## config.mk

```make
export PLATFORM = sky130hd
export DESIGN_NAME = rgb_luma_stage
export DESIGN_NICKNAME = d
export VERILOG_FILES = /design/src/rtl/rgb_pkg.sv /design/src/rtl/rgb_luma_mac.sv /design/src/rtl/rgb_luma_stage.sv
export SDC_FILE = /design/constraint.sdc
export NUM_CORES = 1
export LEC_CHECK = 0
export ABC_AREA = 0
export BUFFER_PORTS_ARGS = -buffer_cell sky130_fd_sc_hd__clkbuf_2
export CELL_PAD_IN_SITES_DETAIL_PLACEMENT = 2
export CELL_PAD_IN_SITES_GLOBAL_PLACEMENT = 2
export CORE_MARGIN = 2
export CORE_UTILIZATION = 30
export CTS_CLUSTER_DIAMETER = 80
export DETAILED_ROUTE_END_ITERATION = 12
export MAX_ROUTING_LAYER = met4
export PLACE_DENSITY = 0.74
export SETUP_SLACK_MARGIN = 0.4
export SYNTH_ARGS = -nofsm -noshare
export SYNTH_HDL_FRONTEND = slang
export SYNTH_SLANG_ARGS = --single-unit
```

## constraint.sdc

```tcl
create_clock -name clk -period 9.35 [get_ports clk]
set_input_delay 1.87 -clock clk [delete_from_list [all_inputs] [get_ports clk]]
set_output_delay 1.87 -clock clk [all_outputs]
set_load 0.005 [all_outputs]
```

## src/rtl/rgb_pkg.sv

```systemverilog
// Shared types and default coefficients for the RGB luma pipeline.
package rgb_pkg;

   localparam int unsigned COMP_W  = 8;
   localparam int unsigned SUM_W   = 18;

   localparam int unsigned LUMA_CR = 77;
   localparam int unsigned LUMA_CG = 150;
   localparam int unsigned LUMA_CB = 29;

   typedef struct packed {
      logic [COMP_W-1:0] r;
      logic [COMP_W-1:0] g;
      logic [COMP_W-1:0] b;
   } rgb_t;

endpackage

```

## src/rtl/rgb_luma_mac.sv

```systemverilog
// Combinational weighted sum of one RGB pixel with fixed 8-bit coefficients.
module rgb_luma_mac
   import rgb_pkg::*;
#(
   parameter int unsigned CR = LUMA_CR,
   parameter int unsigned CG = LUMA_CG,
   parameter int unsigned CB = LUMA_CB
) (
   input  rgb_t             pix,
   output logic [SUM_W-1:0] sum
);

   always_comb begin
      sum = SUM_W'(CR * pix.r + CG * pix.g + CB * pix.b);
   end

endmodule

```

## src/rtl/rgb_luma_stage.sv

```systemverilog
// Two-stage valid/ready RGB-to-luma converter with end-of-line tagging.
// Optional RGB_LUMA_BYPASS_EN adds a `bypass` input that passes green through.
module rgb_luma_stage
   import rgb_pkg::*;
#(
   parameter int unsigned CR       = LUMA_CR,
   parameter int unsigned CG       = LUMA_CG,
   parameter int unsigned CB       = LUMA_CB,
   parameter int unsigned LINE_LEN = 640
) (
   input  logic              clk,
   input  logic              rst,
   input  logic [COMP_W-1:0] in_r,
   input  logic [COMP_W-1:0] in_g,
   input  logic [COMP_W-1:0] in_b,
`ifdef RGB_LUMA_BYPASS_EN
   input  logic              bypass,
`endif
   input  logic              in_valid,
   output logic              in_ready,
   output logic [COMP_W-1:0] out_y,
   output logic              out_eol,
   output logic              out_valid,
   input  logic              out_ready
);

   localparam int unsigned       COL_W    = (LINE_LEN > 1) ? $clog2(LINE_LEN) : 1;
   localparam logic [COL_W-1:0]  COL_LAST = COL_W'(LINE_LEN - 1);

   rgb_t             pix;
   logic [SUM_W-1:0] mac_sum;
   logic [SUM_W-1:0] s1_next;
   logic [SUM_W-1:0] s1_sum;
   logic [SUM_W-1:0] rounded;
   logic [7:0]       y_sat;
   logic             s1_valid;
   logic             s1_eol;
   logic             s1_en;
   logic             s2_en;
   logic             in_fire;
   logic             col_last;
   logic [COL_W-1:0] col;

   always_comb begin
      pix = '{r: in_r, g: in_g, b: in_b};
   end

   rgb_luma_mac #(
      .CR (CR),
      .CG (CG),
      .CB (CB)
   ) u_mac (
      .pix (pix),
      .sum (mac_sum)
   );

   always_comb begin
      s2_en    = !out_valid || out_ready;
      s1_en    = !s1_valid || s2_en;
      in_ready = s1_en;
      in_fire  = in_valid && s1_en;
      col_last = (col == COL_LAST);
   end

   // Bypassed pixels store g<<8 as the sum: the rounding stage then yields g exactly.
   always_comb begin
      s1_next = mac_sum;
`ifdef RGB_LUMA_BYPASS_EN
      if (bypass) begin
         s1_next = SUM_W'({in_g, 8'h00});
      end
`endif
   end

   always_comb begin
      rounded = (s1_sum + SUM_W'(128)) >> 8;
      y_sat   = (|rounded[SUM_W-1:8]) ? '1 : rounded[7:0];
   end

   always_ff @(posedge clk) begin
      if (rst) begin
         s1_valid  <= 1'b0;
         s1_sum    <= '0;
         s1_eol    <= 1'b0;
         out_valid <= 1'b0;
         out_y     <= '0;
         out_eol   <= 1'b0;
         col       <= '0;
      end else begin
         if (s1_en) begin
            s1_valid <= in_valid;
         end
         if (in_fire) begin
            s1_sum <= s1_next;
            s1_eol <= col_last;
            col    <= col_last ? '0 : col + COL_W'(1);
         end
         if (s2_en) begin
            out_valid <= s1_valid;
            if (s1_valid) begin
               out_y   <= y_sat;
               out_eol <= s1_eol;
            end
         end
      end
   end

endmodule

```

# ---- After elaboration in Yosys (flattened, before gate mapping)
# Cells that the tools add are included.
dict set report word_totals {
  regBits 40
  in_bits 28
  output_inout_bits 11
  wordCells 24
}
dict set report op_classes {
  addsub 4
  mul 3
  eq_ne 1
  muxes 2
  reduce_logical 7
}
# operator count
set op_table {}
lappend op_table {{$mul 7x8->15 const A} 2}
lappend op_table {{$add 18x13->18} 1}
lappend op_table {{$add 18x8->18 const B} 1}
lappend op_table {{$add 15x16->17} 1}
lappend op_table {{$mul 5x8->13 const A} 1}
lappend op_table {{$add 10x1->10 const B} 1}
lappend op_table {{$eq 10x10->1 const B} 1}
lappend op_table {{$mux 10} 1}
lappend op_table {{$mux 8} 1}
lappend op_table {{$logic_not 1->1} 2}
lappend op_table {{$logic_or 1x1->1} 2}
lappend op_table {{$reduce_and 2->1} 1}
lappend op_table {{$reduce_or 2->1} 1}
lappend op_table {{$logic_and 1x1->1} 1}

# ---- Depth between registers and ports, before layout
dict set report depth {
  ltp_word 4
  ltp_mapped 31
  ltp_nobuf 31
}

# ---- By module
# A second synthesis with hierarchy kept.
dict set report hier_totals {
  cells_unflattened 539
  hier_area_um2 4833.4
}
# module instances cells_each area_per_inst_um2 seq_area_each_um2
set modules_own_cells {}
lappend modules_own_cells {rgb_luma_mac 1 369 3387.0 0.0}
lappend modules_own_cells {rgb_luma_stage 1 170 1446.4 660.6}

# ---- Least setup slack after synthesis
# OpenSTA, ideal clock, no wires.
dict set report synth_path {
  kind {input port to flip-flop}
  from {input in_g[3]}
  to {register s1_sum[16]}
  setup_ps 117
  t_arrival_ps 8654
  required_ps 9233
  slack_ps 579
  stages 27
  path_buffers 0
  path_cell_list {ha_1 ha_1 ha_1 inv_1 fa_1 inv_1 ha_1 xor2_1 fa_1 fa_1 fa_1 inv_1 ha_1 xnor2_1 ha_1 inv_1 fa_1 fa_1 inv_1 ha_1 a21oi_1 o21ai_0 a22o_2 nor3_1 nor4_2 xor2_1 a22o_1}
}
dict set report synth_via {
  elab_chain_cells 3
}
# item line
set synth_lines {}
lappend synth_lines {{start: declaration} rgb_luma_stage.sv:14} ;# input logic [COMP_W-1:0] in_g,
lappend synth_lines {{$mul 7x8->15} rgb_luma_mac.sv:14} ;# sum = SUM_W'(CR * pix.r + CG * pix.g + CB * pix.b);
lappend synth_lines {{$add 15x16->17} rgb_luma_mac.sv:14}
lappend synth_lines {{$add 18x13->18} rgb_luma_mac.sv:14}
lappend synth_lines {{end signal: assignment} rgb_luma_stage.sv:94} ;# s1_sum <= s1_next;
lappend synth_lines {{end: declaration} rgb_luma_stage.sv:33} ;# logic [SUM_W-1:0] s1_sum;
# Every way passes these cells.
# A chain may end at the register's enable or synchronous reset.

# ---- Worst setup path after layout
dict set report layout_path {
  from {input in_g[3]}
  to {register s1_sum[13]}
}
# The elaborated chain is that of the path after synthesis.

==> reports/qor.csv <==
stage,metric,value,unit
layout,"most common cell after layout, fill and taps aside",inv_1,
sta,clk_skew,0.004795,ns
critical_path,reg2reg start,s1_sum[7],
detailed_routing,DR vias/cell,4.897,
synthesis,fraction of registers with async set/reset,0,%
placement,port bufs,38,
critical_path,R2R setup slack,7.03,ns
synthesis,leading area contributor after synthesis,ha_1,
sta,setup violators final,0,
hold_path,Worst Hold Path Cells,2,
global_routing,global-route wire length before repair,22600,microns
detailed_routing,final WL,13950,microns
critical_path,CP max stage delay,0.52,ns
critical_path,CP Max Fanout,4,
synthesis,#FFs+latches synth,33,
critical_path,Critical Path AT,9.01,ns
clock_tree,Max Root-Sink Buffers,2,
sta,post-route clock period utilization,94.61,%
critical_path,cell class contributing the biggest share of worst-path delay,adder cells,
sta,Slew HR,51.11,%
run_status,status,"finished, final reports clean",
synthesis,Cell variety after synth,54,
clock_tree,"Reg clk slew, reported paths",0.05,ns
synthesis,yosys warns,0,
synthesis,Synth Flop Type,dfxtp_1,
layout,fin nets,797,
placement,hpwl dp,11430,microns
hold_path,Worst Hold Launch,s1_sum[7],
layout,antenna diode count,0,
floorplan,Starting Density,30.83,%
critical_path,Crit-path slowest cell,fa_1,
synthesis,post-synthesis sequential area ratio,12.83,%
detailed_routing,Antenna Nets Post-Route,0,
sta,worst slew pin tran,0.7333,ns
placement,GP Congestion,0.8003,
critical_path,Setup CP Type,primary input to flip-flop,
floorplan,core area,0.01670,sq mm
sta,hold slack,0.4980,ns
synthesis,Synth Net Count,751,
global_routing,All-Layer GR Usage,15.70,%
global_routing,gr ovfl total,0,
detailed_routing,via count,4089,
detailed_routing,DR iter-0 viols,88,
synthesis,Synth top area share,26.73,%
placement,setup slack at placement,-0.1023,ns
sta,Final Max Slew Viols,0,
clock_tree,H-tree levels,2,
clock_tree,CTS root buffer,clkbuf_16,
sta,fin crit period,8.846,ns
detailed_routing,# DRC,0,
detailed_routing,DR WL/cell,16.71,microns
critical_path,Worst Path Required,9.51,ns
clock_tree,# clock sinks,33,
critical_path,CP Buf/Inv Count,6,
hold_path,Hold Crit Class,flip-flop to flip-flop,
synthesis,synthesized area per cell,9.065,sq um
floorplan,Die Span Y,135.0,microns
floorplan,# rows,47,
clock_tree,CTS buffer count,5,
synthesis,Post-synth EDFFs,0,
flow_run,max cap viols,0,
hold_path,Hold Crit Endpoint,s1_sum[7],
critical_path,CP endpoint kind,flip-flop,
synthesis,synth top area cells,"ha_1, fa_1, dfxtp_1, inv_1, xnor2_1",
global_routing,initial antenna violation count,0,
clock_tree,CTS tree,done,
layout,growth of design area from synthesis to finish,19.13,%
sta,min setup slack post-route,0.5038,ns
global_routing,largest net degree at the start of global routing,29,
floorplan,IO Count,39,
floorplan,die area,0.01823,sq mm
sta,RSZ-0062 raised after global routing,false,
critical_path,RR Endpoint,out_y[7],
critical_path,worst reg2reg path depth,8,
synthesis,Post-Syn Area,0.005149,sq mm
critical_path,startpoint types,primary input,
floorplan,overall die width,135.0,microns
global_routing,number of global-route vias before repair,4685,
sta,fmax,0.1130,GHz
layout,fillcell total,1873,
detailed_routing,drt pass-1 iters,4,
sta,final hold vios,0,
layout,layout cells sized above 1,20.81,%
synthesis,Post-Syn Instances,568,
layout,most frequent cells in the layout,"inv_1, ha_1, fa_1, clkbuf_2, nor2_1",
clock_tree,clk_lat worst skew,0.27,ns
## synth_stat cells (8+ instances only)
| cell | instances |
|---|---|
| inv_1 | 119 |
| xor2_1 | 15 |
| fa_1 | 45 |
| nand2_1 | 19 |
| o21ai_0 | 8 |
| nor3_1 | 14 |
| o21bai_1 | 8 |
| ha_1 | 110 |
| nor2_1 | 38 |
| a211oi_2 | 11 |
| a21oi_1 | 23 |
| xnor2_1 | 23 |
| nand3_1 | 8 |
| dfxtp_1 | 33 |
## how the worst max path moves through the flow
| stage | start | endpoint | slack, ns | depth (start not counted) |
|---|---|---|---|---|
| 2_1_floorplan | in_g[3] | s1_sum[16] | 0.58 | 27 |
| 3_3_place_gp | in_g[3] | s1_sum[16] | 0.20 | 29 |
| 3_5_place_dp | in_g[4] | s1_sum[16] | -0.10 | 32 |
| 4_1_cts | in_g[3] | s1_sum[13] | 0.40 | 28 |
| 5_1_grt | in_g[3] | s1_sum[16] | 0.30 | 33 |
| 6_report | in_g[3] | s1_sum[13] | 0.50 | 32 |
## registers in the layout (all words and copies together) (netlist names)
name       count
s1_valid       1
out_eol        1
out_valid      1
out_y          8
s1_sum        11
s1_eol         1
col           10
## per-layer routing
layer	vias to the layer above	share of wire [%]	track usage, %
met2	39	55	29.39
met1	2052	43	18.67
met3	16	1.2	1.276
li1	1982	-	-
met5	-	0	-
met4	0	1.1	2.431
## stage by stage
step	util, %	area [sq um]	TNS (ns)	cells
final	36.72	6133	0	835
after global routing	36.72	6133	0	835
after CTS	34.99	5843	0	831
after detailed placement	33.44	5584	-0.1177	821
after global placement	33.44	5584	0	821
after floorplan	-	5149	0	568
## final cells by class
class,instances,area [sq um],share of cell area (%)
Clock inverter,1,30.03,0.4896
Clock buffer,7,142.6,2.326
Tap cell,220,275.3,4.488
Sequential cell,33,660.6,10.77
Multi-Input combinational cell,408,4320,70.44
Inverter,119,446.7,7.283
Timing Repair Buffer,47,257.7,4.202
## worst reg2reg max path, cell delays in order, from the launching register on
cell and delay [ns]:
dfxtp_1 0.33, ha_1 0.22, and3_1 0.21, and3_1 0.25
nand2b_1 0.19, mux2_1 0.31, o21ai_1 0.11, and2_1 0.41
a211oi_2 0.13
## timing repair
item	CTS	global route
pin swaps	3	27
endpoints found under the setup margin	6	7
resized for setup	11	42
setup buffers	2	4
hold buffers	0	0
## cell families (layout without fill, tap and decap cells)
family | Yosys count | in the layout | synth area share, %
buffers and inverters | 127 | 174 | 9.696
muxes | 3 | 3 | 0.6075
AOI/OAI and AO/OA | 88 | 88 | 13.12
DFF | 33 | 33 | 12.83
xor gates and xnor gates | 38 | 38 | 6.464
adders and majority gates | 155 | 155 | 44.23
and+or+nand+nor | 124 | 124 | 13.05
Power is not shown: default switching activity piles up to over one toggle a cycle in this logic, so the estimate is an artifact.
